## src/rtl/turn_signal_seq.sv

```systemverilog
// turn_signal_seq: sweeping turn/hazard/brake lamp sequencer with internal tick divider (in: Clk, Reset, left, right, hazard, brake; out: out lamps, busy, mode)
module turn_signal_seq #(
  parameter int LAMPS = 3,
  parameter int TICK_DIV = 50000000
) (
  input  logic               Clk,
  input  logic               Reset,
  input  logic               left,
  input  logic               right,
  input  logic               hazard,
  input  logic               brake,
  output logic [2*LAMPS-1:0] out,
  output logic               busy,
  output logic [1:0]         mode
);
  localparam int DW = $clog2(TICK_DIV);
  localparam int SW = $clog2(LAMPS + 1);
  typedef enum logic [1:0] {IDLE = 2'b00, LSEQ = 2'b01, RSEQ = 2'b10, HAZ = 2'b11} state_t;
  state_t state_q, state_d;
  logic [DW-1:0] div_q, div_d;
  logic [SW-1:0] step_q, step_d;
  logic [2*LAMPS-1:0] out_q, out_d;
  logic [LAMPS-1:0] grow, rgrow, fill;
  logic tick, haz_req, more;
  assign tick = div_q == DW'(TICK_DIV - 1);
  assign div_d = tick ? '0 : div_q + 1'b1;
  assign haz_req = hazard | (left & right);
  assign more = step_q < SW'(LAMPS);
  always_comb begin
    state_d = state_q;
    step_d = step_q;
    if (tick)
      case (state_q)
        IDLE: begin
          state_d = haz_req ? HAZ : left ? LSEQ : right ? RSEQ : IDLE;
          step_d = (!haz_req && (left || right)) ? SW'(1) : '0;
        end
        LSEQ, RSEQ: begin
          state_d = haz_req ? HAZ : more ? state_q : IDLE;
          step_d = (!haz_req && more) ? step_q + 1'b1 : '0;
        end
        default: begin
          state_d = IDLE;
          step_d = '0;
        end
      endcase
  end
  always_comb begin
    grow = '0;
    for (int i = 0; i < LAMPS; i++) grow[i] = SW'(i) < step_q;
  end
  assign rgrow = {<<{grow}};
  assign fill = {LAMPS{brake}};
  assign out_d = state_q == HAZ  ? '1 :
                 state_q == LSEQ ? {grow, fill} :
                 state_q == RSEQ ? {fill, rgrow} : {2*LAMPS{brake}};
  always_ff @(posedge Clk or posedge Reset) begin
    if (Reset) begin
      div_q <= '0;
      state_q <= IDLE;
      step_q <= '0;
      out_q <= '0;
    end else begin
      div_q <= div_d;
      state_q <= state_d;
      step_q <= step_d;
      out_q <= out_d;
    end
  end
  assign out = out_q;
  assign busy = state_q != IDLE;
  assign mode = state_q;
endmodule

```

## config.mk

```make
export PLATFORM = sky130hd
export DESIGN_NAME = turn_signal_seq
export DESIGN_NICKNAME = d
export VERILOG_FILES = /design/src/rtl/turn_signal_seq.sv
export SDC_FILE = /design/constraint.sdc
export NUM_CORES = 1
export LEC_CHECK = 0
export CAP_MARGIN = 15
export CORE_ASPECT_RATIO = 1.2
export CORE_MARGIN = 2
export CORE_UTILIZATION = 44
export DETAILED_ROUTE_END_ITERATION = 16
export HOLD_SLACK_MARGIN = 0.12
export PLACE_DENSITY_LB_ADDON = 0.3
export SYNTH_ARGS = -nofsm -noshare
export SYNTH_HDL_FRONTEND = slang
export SYNTH_SLANG_ARGS = --single-unit
```

## constraint.sdc

```tcl
create_clock -name Clk -period 5.1 [get_ports Clk]
set_input_delay 1.02 -clock Clk [delete_from_list [all_inputs] [get_ports Clk]]
set_output_delay 1.02 -clock Clk [all_outputs]
set_load 0.05 [all_outputs]
```

Yosys cells after proc, flatten, opt, wreduce, memory -nomap -nowiden

Index checks and enable logic that the tools add are counted.

Bitwise operators: 2
Reduce and logical (&&, ||, !) cells: 8
Add/sub/neg operators: 2
Equal/unequal tests: 5
Muxes and demuxes: 13
$lt $le $gt $ge: 4

Operators with widths:

| operator              | number |
|---|---|
| $add 26x1->26 const B | 1 |
| $eq 26x26->1 const B  | 1 |
| $mux 26               | 1 |
| $mux 2                | 6 |
| $mux 6                | 2 |
| $pmux 2 s2            | 2 |
| $eq 2x2->1 const B    | 2 |
| $lt 1x2->1 const A    | 2 |
| $mux 3                | 1 |
| $ne 3x3->1 const B    | 1 |
| $add 2x1->2 const B   | 1 |
| $eq 2x1->1 const B    | 1 |
| $logic_and 1x1->1     | 2 |
| $logic_not 2->1       | 1 |
| $lt 2x2->1 const A    | 1 |
| $lt 2x2->1 const B    | 1 |
| $reduce_and 2->1      | 1 |
| $reduce_bool 2->1     | 1 |
| $reduce_or 2->1       | 1 |
| $and 1x1->1           | 1 |
| $logic_not 1->1       | 1 |
| $logic_or 1x1->1      | 1 |
| $mux 1                | 1 |
| $or 1x1->1            | 1 |

Flip-flop bits (word level): 36
Logic and storage cells: 38
Bits of input ports: 6
Output and inout bits: 9

Longest topological paths before layout

Gate-level depths: netlist of run 1.

Word-level depth: 6
Depth in mapped cells: 7
Depth with buffers taken out: 6

Worst setup path before layout of run 1

Ideal clock, no wire load.

Path type: register to output
Start point: register state_q[0] (netlist: mode[0])
End point: output busy
Buffers on the path: 0
Arrival: 1.354 ns
Path slack: 2.726 ns
Stages on the path, launching flop included: 4
Path through: dfrtp_1 > inv_1 > ha_1 > inv_1

Cells in the longest elaborated chain, start to end: 1

Ends and longest elaborated chain:

| element                  | line | RTL |
|---|---|---|
| start: declaration       | 19   | `state_t state_q, state_d;` |
| start signal: assignment | 65   | `state_q <= state_d;` |
| $reduce_bool 2->1        | 71   | `assign busy = state_q != IDLE;` |
| end: declaration         | 13   | `output logic busy,` |

Every way passes these cells.

Worst setup path in the final report of run 1

Same ends and word-level chain as after synthesis.

==> impl_metrics.env, run 1 <==
export IMPL_synth_cells=182
export IMPL_cp_num_buf_inv=3
export IMPL_first_global_vias=1395
export IMPL_cp_data_required_time_ps=4080
export IMPL_yosys_warnings=0
export IMPL_max_cap_viol_count=0
export IMPL_total_power_uw=511.2
export IMPL_cpPeakStageDelay_ps=800
export IMPL_syn_area_mm2=0.001836
export IMPL_setup_violations_final=0
export IMPL_synth_nets=195
export IMPL_fin_ws_ps=2184
export IMPL_cts_buffer_depth=2
export IMPL_synth_area_leader_cell="dfrtp_1"
export IMPL_synthAdderAreaFrac_pct=4.772
export IMPL_peakVddDrop_uv=135.6
export IMPL_antenna_found_initial=0
export IMPL_synth_simple_gate_area_share_pct=23.38
export IMPL_hpwl_um=2620
export IMPL_regToRegEndpoint="step_q[0]"
export IMPL_power_leakage_uw=0.0009168
export IMPL_first_iter_violations=58
export IMPL_seq_area_um2=900.9
export IMPL_clk_latency_ps=290
export IMPL_clkSlewWorstSetupHoldPaths_ps=70
export IMPL_crit_path_end_kind="primary output"
export IMPL_io_pins=15
export IMPL_cp_start_kind="flip-flop"
export IMPL_ys_types=38
export IMPL_yosysTopAreaCellShare_pct=49.08
export IMPL_synth_area_leaders="dfrtp_1, ha_1, xor2_1"
export IMPL_die_w_um=62.96
export IMPL_fill_cells=376
export IMPL_fin_crit_ps=2916
export IMPL_crit_slowest_cell="clkdlybuf4s50_1"
export IMPL_h_tree_depth=2
export IMPL_multi_input_area_um2=864.6
export IMPL_hold_end="div_q[6]"
export IMPL_worst_clock_skew_ps=5.212
export IMPL_max_slew_margin_pct=46.12
export IMPL_grt_pass1_wl_um=6147
export IMPL_io_buffers=14
export IMPL_holdPathStages=1
export IMPL_start_util_pct=46.20
export IMPL_fmax_mhz=342.9
export IMPL_synth_area_mux_share_pct=2.931
export IMPL_drive_above_1_share_pct=9.091
export IMPL_first_pass_iters=4
export IMPL_cp_max_fo=4
export IMPL_hp_class="reg2reg"
export IMPL_wl_um=3585
export IMPL_r2r_start="div_q[0]"
export IMPL_min_period_over_period_pct=57.18
export IMPL_postLayoutCoreUtil_pct=52.66
export IMPL_finalHoldViolations=0
export IMPL_r2r_slack_ps=2690
export IMPL_die_y_um=74.75
export IMPL_synth_top_family_by_area="simple AND/OR/NAND/NOR gates"
export IMPL_rows=25
export IMPL_place_ws_ps=2493
export IMPL_syn_area_per_cell_um2=10.09
export IMPL_final_common_cell="dfrtp_1"
export IMPL_drv_slew=0
export IMPL_critical_path_top_delay_family="buffers and inverters"
export IMPL_worstMarginPinSlew_ps=807.3
export IMPL_fp_coreArea_mm2=0.003973
export IMPL_ff2ff_path_depth=5
export IMPL_mostFrequentLayoutCells="dfrtp_1, o21ai_0, clkdlybuf4s50_1, nand2_1, nor2_1"
export IMPL_dieArea_mm2=0.004706
export IMPL_antenna_left=0
export IMPL_nets=211
export IMPL_cts_tree="built"
export IMPL_cts_resized=0
export IMPL_grtUsageTotal_pct=17.02
export IMPL_synth_seq_cells=36
export IMPL_critPathKind="reg2out"
export IMPL_overflow=0
export IMPL_vias_per_cell=5.571
export IMPL_critPathArrivalTime_ps=1900
export IMPL_diodes=0
export IMPL_min_delay_start="div_q[6]"
export IMPL_postCtsHoldBufs=0
export IMPL_clock_sinks=36
export IMPL_drc=0
export IMPL_postCtsSetupBuffers=0
export IMPL_synthXorXnorAreaFrac_pct=6.680
export IMPL_rsz0062_at_grt="no"
export IMPL_synthToLayoutAreaGrowth_pct=13.97
export IMPL_gp_congestion=0.7483
export IMPL_wire_per_inst_um=14.23
export IMPL_synth_compound_area_share_pct=9.339
export IMPL_numCtsBuffers=5
export IMPL_cts_root_buf="clkbuf_8"
export IMPL_cp_common_cell="inv_1"
export IMPL_tns_ps=0
export IMPL_status="finished clean"
export IMPL_via_count=1404
export IMPL_grt_max_degree=37
export IMPL_power_density_mw_per_mm2=244.3
export IMPL_crit_chain="inv_1, ha_1, inv_1, clkdlybuf4s50_1"
export IMPL_yosysSeqAreaShare_pct=49.08
## state kept, by name, indices dropped and copies added (netlist names)
signal and flops:
div_q 26, mode 2, out 6, step_q 2
## report_power, final
part	internal [uW]	leakage [uW]	total (uW)	switching [uW]
registers	288	0.000476	289	0.958
logic	12.3	0.000399	35.2	22.9
clock network	92.7	0.0000410	187	94.5
## synthesized netlist by cell type
library cell  number
dfrtp_1           36
o21ai_0           14
nand2_1           13
nor2_1            12
a21oi_1           11
nand3_1           11
inv_1              9
xor2_1             9
ha_1               7
nand4_1            7
or3_1              5
xnor2_1            5
buf_2              4
and3_1             3
and4_1             3
mux2_2             3
nor3_1             3
o31ai_1            3
or4_1              3
mux2i_1            2
nor4b_1            2
a21o_1             1
a21oi_2            1
and2_1             1
and4_4             1
buf_6              1
clkbuf_2           1
nand2b_1           1
nand3b_1           1
nand4_2            1
nor2_2             1
nor2b_1            1
nor3_2             1
nor4_1             1
nor4b_2            1
o21a_1             1
or2_2              1
or4_4              1
## logic make-up after synthesis
kind of cell	Yosys count
simple gates	74
flops	36
compound gates	31
buf+inv	15
xor+xnor	14
fa+ha+maj	7
mux	5
## worst max path at each step
| stage | end | slack, ps | from | cells past startpoint |
|---|---|---|---|---|
| after floorplan | busy | 2730 | mode[0] | 3 |
| after global placement | busy | 2550 | mode[0] | 4 |
| after detailed placement | busy | 2490 | mode[0] | 4 |
| after CTS | busy | 2170 | mode[0] | 4 |
| after global routing | busy | 2100 | mode[0] | 4 |
| final | busy | 2180 | mode[0] | 4 |
## worst reg2reg max path, stage by stage (launching register included)
cell     delay (ps)
dfrtp_1         400
ha_1            210
and3_1          340
nand4_1         250
nor2_2          700
mux2_2          410
## metal layers
metal | routed length (um) | track usage (%) | share of wire (%)
met5 | 0 | 0 | 0
met4 | 66 | 8.148 | 1.8
met3 | 113 | 4.036 | 3.2
met2 | 1885 | 31.56 | 53
met1 | 1519 | 18.58 | 42
## cell type report
type	count	area share (%)
sequential	36	43.06
clock inverter	1	0.2392
tap	54	3.230
inverter	9	1.615
timing repair buffer	15	7.057
multi-input combinational	131	41.33
clock buffer	6	3.469
## metrics by stage
step / hold WS [ps] / cells / area (um2)
2_1_floorplan: 438.7 / 182 / 1836
5_1_grt: 509.2 / 252 / 2092
6_report: 482.9 / 252 / 2092
3_5_place_dp: 471.6 / 245 / 2014
4_1_cts: 488.6 / 252 / 2092
3_3_place_gp: 453.2 / 245 / 2014
Note: power is estimated with default switching activity, not from simulation.
==> run 2, diff against run 1 <==
clock period = 2.82 ns   (was 5.1 ns; I/O delays follow)
==> run 2 against run 1 <==
Worst hold slack gained 4.9 ps. Total power grew 79%. Critical path depth is the same. Register-to-register slack lost 1800 ps. Clock skew shrank 2.0 ps. Via count grew 1.4%. Routed wire length grew 0.31%. Critical path type unchanged.
==> impl_metrics.env, run 2 (synthesized netlist as in run 1, its figures left out) <==
export IMPL_peakVddDrop_uv=294.2
export IMPL_worst_clock_skew_ps=3.215
export IMPL_cp_max_fo=4
export IMPL_gp_congestion=0.7570
export IMPL_die_w_um=62.96
export IMPL_antenna_found_initial=0
export IMPL_met3_length_um=125
export IMPL_io_buffers=14
export IMPL_drive_above_1_share_pct=9.548
export IMPL_clkSlewWorstSetupHoldPaths_ps=60
export IMPL_cts_buffer_depth=2
export IMPL_numCtsBuffers=5
export IMPL_ff2ff_path_depth=5
export IMPL_io_pins=15
export IMPL_critPathKind="reg2out"
export IMPL_p_seq_share_pct=57.1
export IMPL_hp_class="reg2reg"
export IMPL_fp_coreArea_mm2=0.003973
export IMPL_overflow=0
export IMPL_grt_pass1_wl_um=6189
export IMPL_rsz0062_at_grt="no"
export IMPL_first_iter_violations=42
export IMPL_cp_start_kind="flip-flop"
export IMPL_postCtsSetupBuffers=0
export IMPL_p_int_uw=710.3
export IMPL_largest_reg_flops=26
export IMPL_antenna_left=0
export IMPL_first_pass_iters=4
export IMPL_synthToLayoutAreaGrowth_pct=14.38
export IMPL_worstMarginPinSlew_ps=505.1
export IMPL_postCtsHoldBufs=0
export IMPL_die_y_um=74.75
export IMPL_status="finished clean"
export IMPL_cts_tree="built"
export IMPL_power_leakage_uw=0.0009223
export IMPL_start_util_pct=46.20
export IMPL_wl_um=3596
export IMPL_clkPwrFrac_pct=35.9
export IMPL_grt_max_degree=37
export IMPL_via_count=1423
export IMPL_drt_met1_wl_um=1459
export IMPL_setup_violations_final=0
export IMPL_setup_worst_path_start="mode[0]"
export IMPL_regToRegEndpoint="mode[1]"
export IMPL_switching_share_pct=22.28
export IMPL_max_slew_margin_pct=66.22
export IMPL_diodes=0
export IMPL_met2RoutedLength_um=1974
export IMPL_crit_path_end_kind="primary output"
export IMPL_h_tree_depth=2
export IMPL_dieArea_mm2=0.004706
export IMPL_grtUsageTotal_pct=17.26
export IMPL_vias_per_cell=5.625
export IMPL_place_area_mm2=0.002022
export IMPL_combPwrFrac_pct=7.0
export IMPL_endpoint="busy"
export IMPL_holdPathStages=1
export IMPL_switchingPower_uw=203.7
export IMPL_finalHoldViolations=0
export IMPL_cts_root_buf="clkbuf_8"
export IMPL_nets=212
export IMPL_rows=25
export IMPL_critPathArrivalTime_ps=1880
export IMPL_clock_sinks=36
export IMPL_mostFrequentLayoutCells="dfrtp_1, o21ai_0, clkdlybuf4s50_1, nand2_1, nor2_1"
export IMPL_r2r_start="div_q[0]"
export IMPL_drc=0
export IMPL_first_global_vias=1429
export IMPL_finalInstanceArea_mm2=0.002100
export IMPL_final_common_cell="dfrtp_1"
export IMPL_tns_ps=0
export IMPL_max_cap_viol_count=0
export IMPL_wire_per_inst_um=14.21
export IMPL_top_register="div_q"
export IMPL_power_density_mw_per_mm2=435.3
export IMPL_fin_crit_ps=2442
export IMPL_drv_slew=0
export IMPL_hpwl_um=2646
export IMPL_fmax_mhz=409.5
export IMPL_clk_latency_ps=280
export IMPL_top_layer_used="met4"
export IMPL_r2r_slack_ps=880
export IMPL_cp_data_required_time_ps=2260
export IMPL_min_period_over_period_pct=86.59
export IMPL_cts_resized=0
-- run 2: cell types whose count changed in the layout (fill, tap and decap cells not counted), sizes merged --
cell	previous run	this run
buf	1	2
-- run 2: through the flow --
stage	instances	util [%]	setup slack (ps)	power (uW)	hold slack, ps
after detailed placement	246	50.90	691.2	596.3	488.1
after floorplan	182	-	902.5	570.7	438.7
final	253	52.85	378.2	914.0	487.8
after global placement	246	50.90	724.8	594.8	453.0
after global routing	253	52.85	294.8	958.0	519.4
after CTS	253	52.85	358.7	929.3	496.5
-- run 2: layer usage --
metal | vias up | GRT usage, %
met3 | 2 | 4.335
li1 | 680 | -
met5 | - | 0
met2 | 27 | 31.68
met1 | 714 | 18.91
met4 | 0 | 8.395
-- run 2: final cells by class --
type                            instances  area, um2
Tap cell                               54      67.56
Timing Repair Buffer                   16      155.1
Fill cell                             364       1873
Inverter                                9      33.78
Clock buffer                            6      72.57
Sequential cell                        36      900.9
Clock inverter                          1      5.005
Multi-Input combinational cell        131      864.6
-- run 2: how the worst min path moves through the flow --
| stage | from | endpoint | slack (ps) |
|---|---|---|---|
| 2_1_floorplan | div_q[6] | div_q[6] | 440 |
| 6_report | div_q[0] | div_q[0] | 490 |
| 3_5_place_dp | div_q[0] | div_q[0] | 490 |
| 5_1_grt | div_q[0] | div_q[0] | 520 |
| 4_1_cts | div_q[0] | div_q[0] | 500 |
| 3_3_place_gp | div_q[6] | div_q[6] | 450 |
-- run 2: worst max-delay path, stage by stage (launching register included) --
cell	delay (ps)
dfrtp_1	390
inv_1	100
ha_1	230
inv_1	80
clkdlybuf4s50_1	800
-- run 2: power groups by stage --
stage          Combinational [uW]  Sequential (uW)  Clock, uW
6_report                     63.6              522        328
5_1_grt                      69.2              522        367
3_3_place_gp                 63.1              532          0
4_1_cts                      64.6              522        342
2_1_floorplan                23.5              547          0
3_5_place_dp                 64.3              532          0
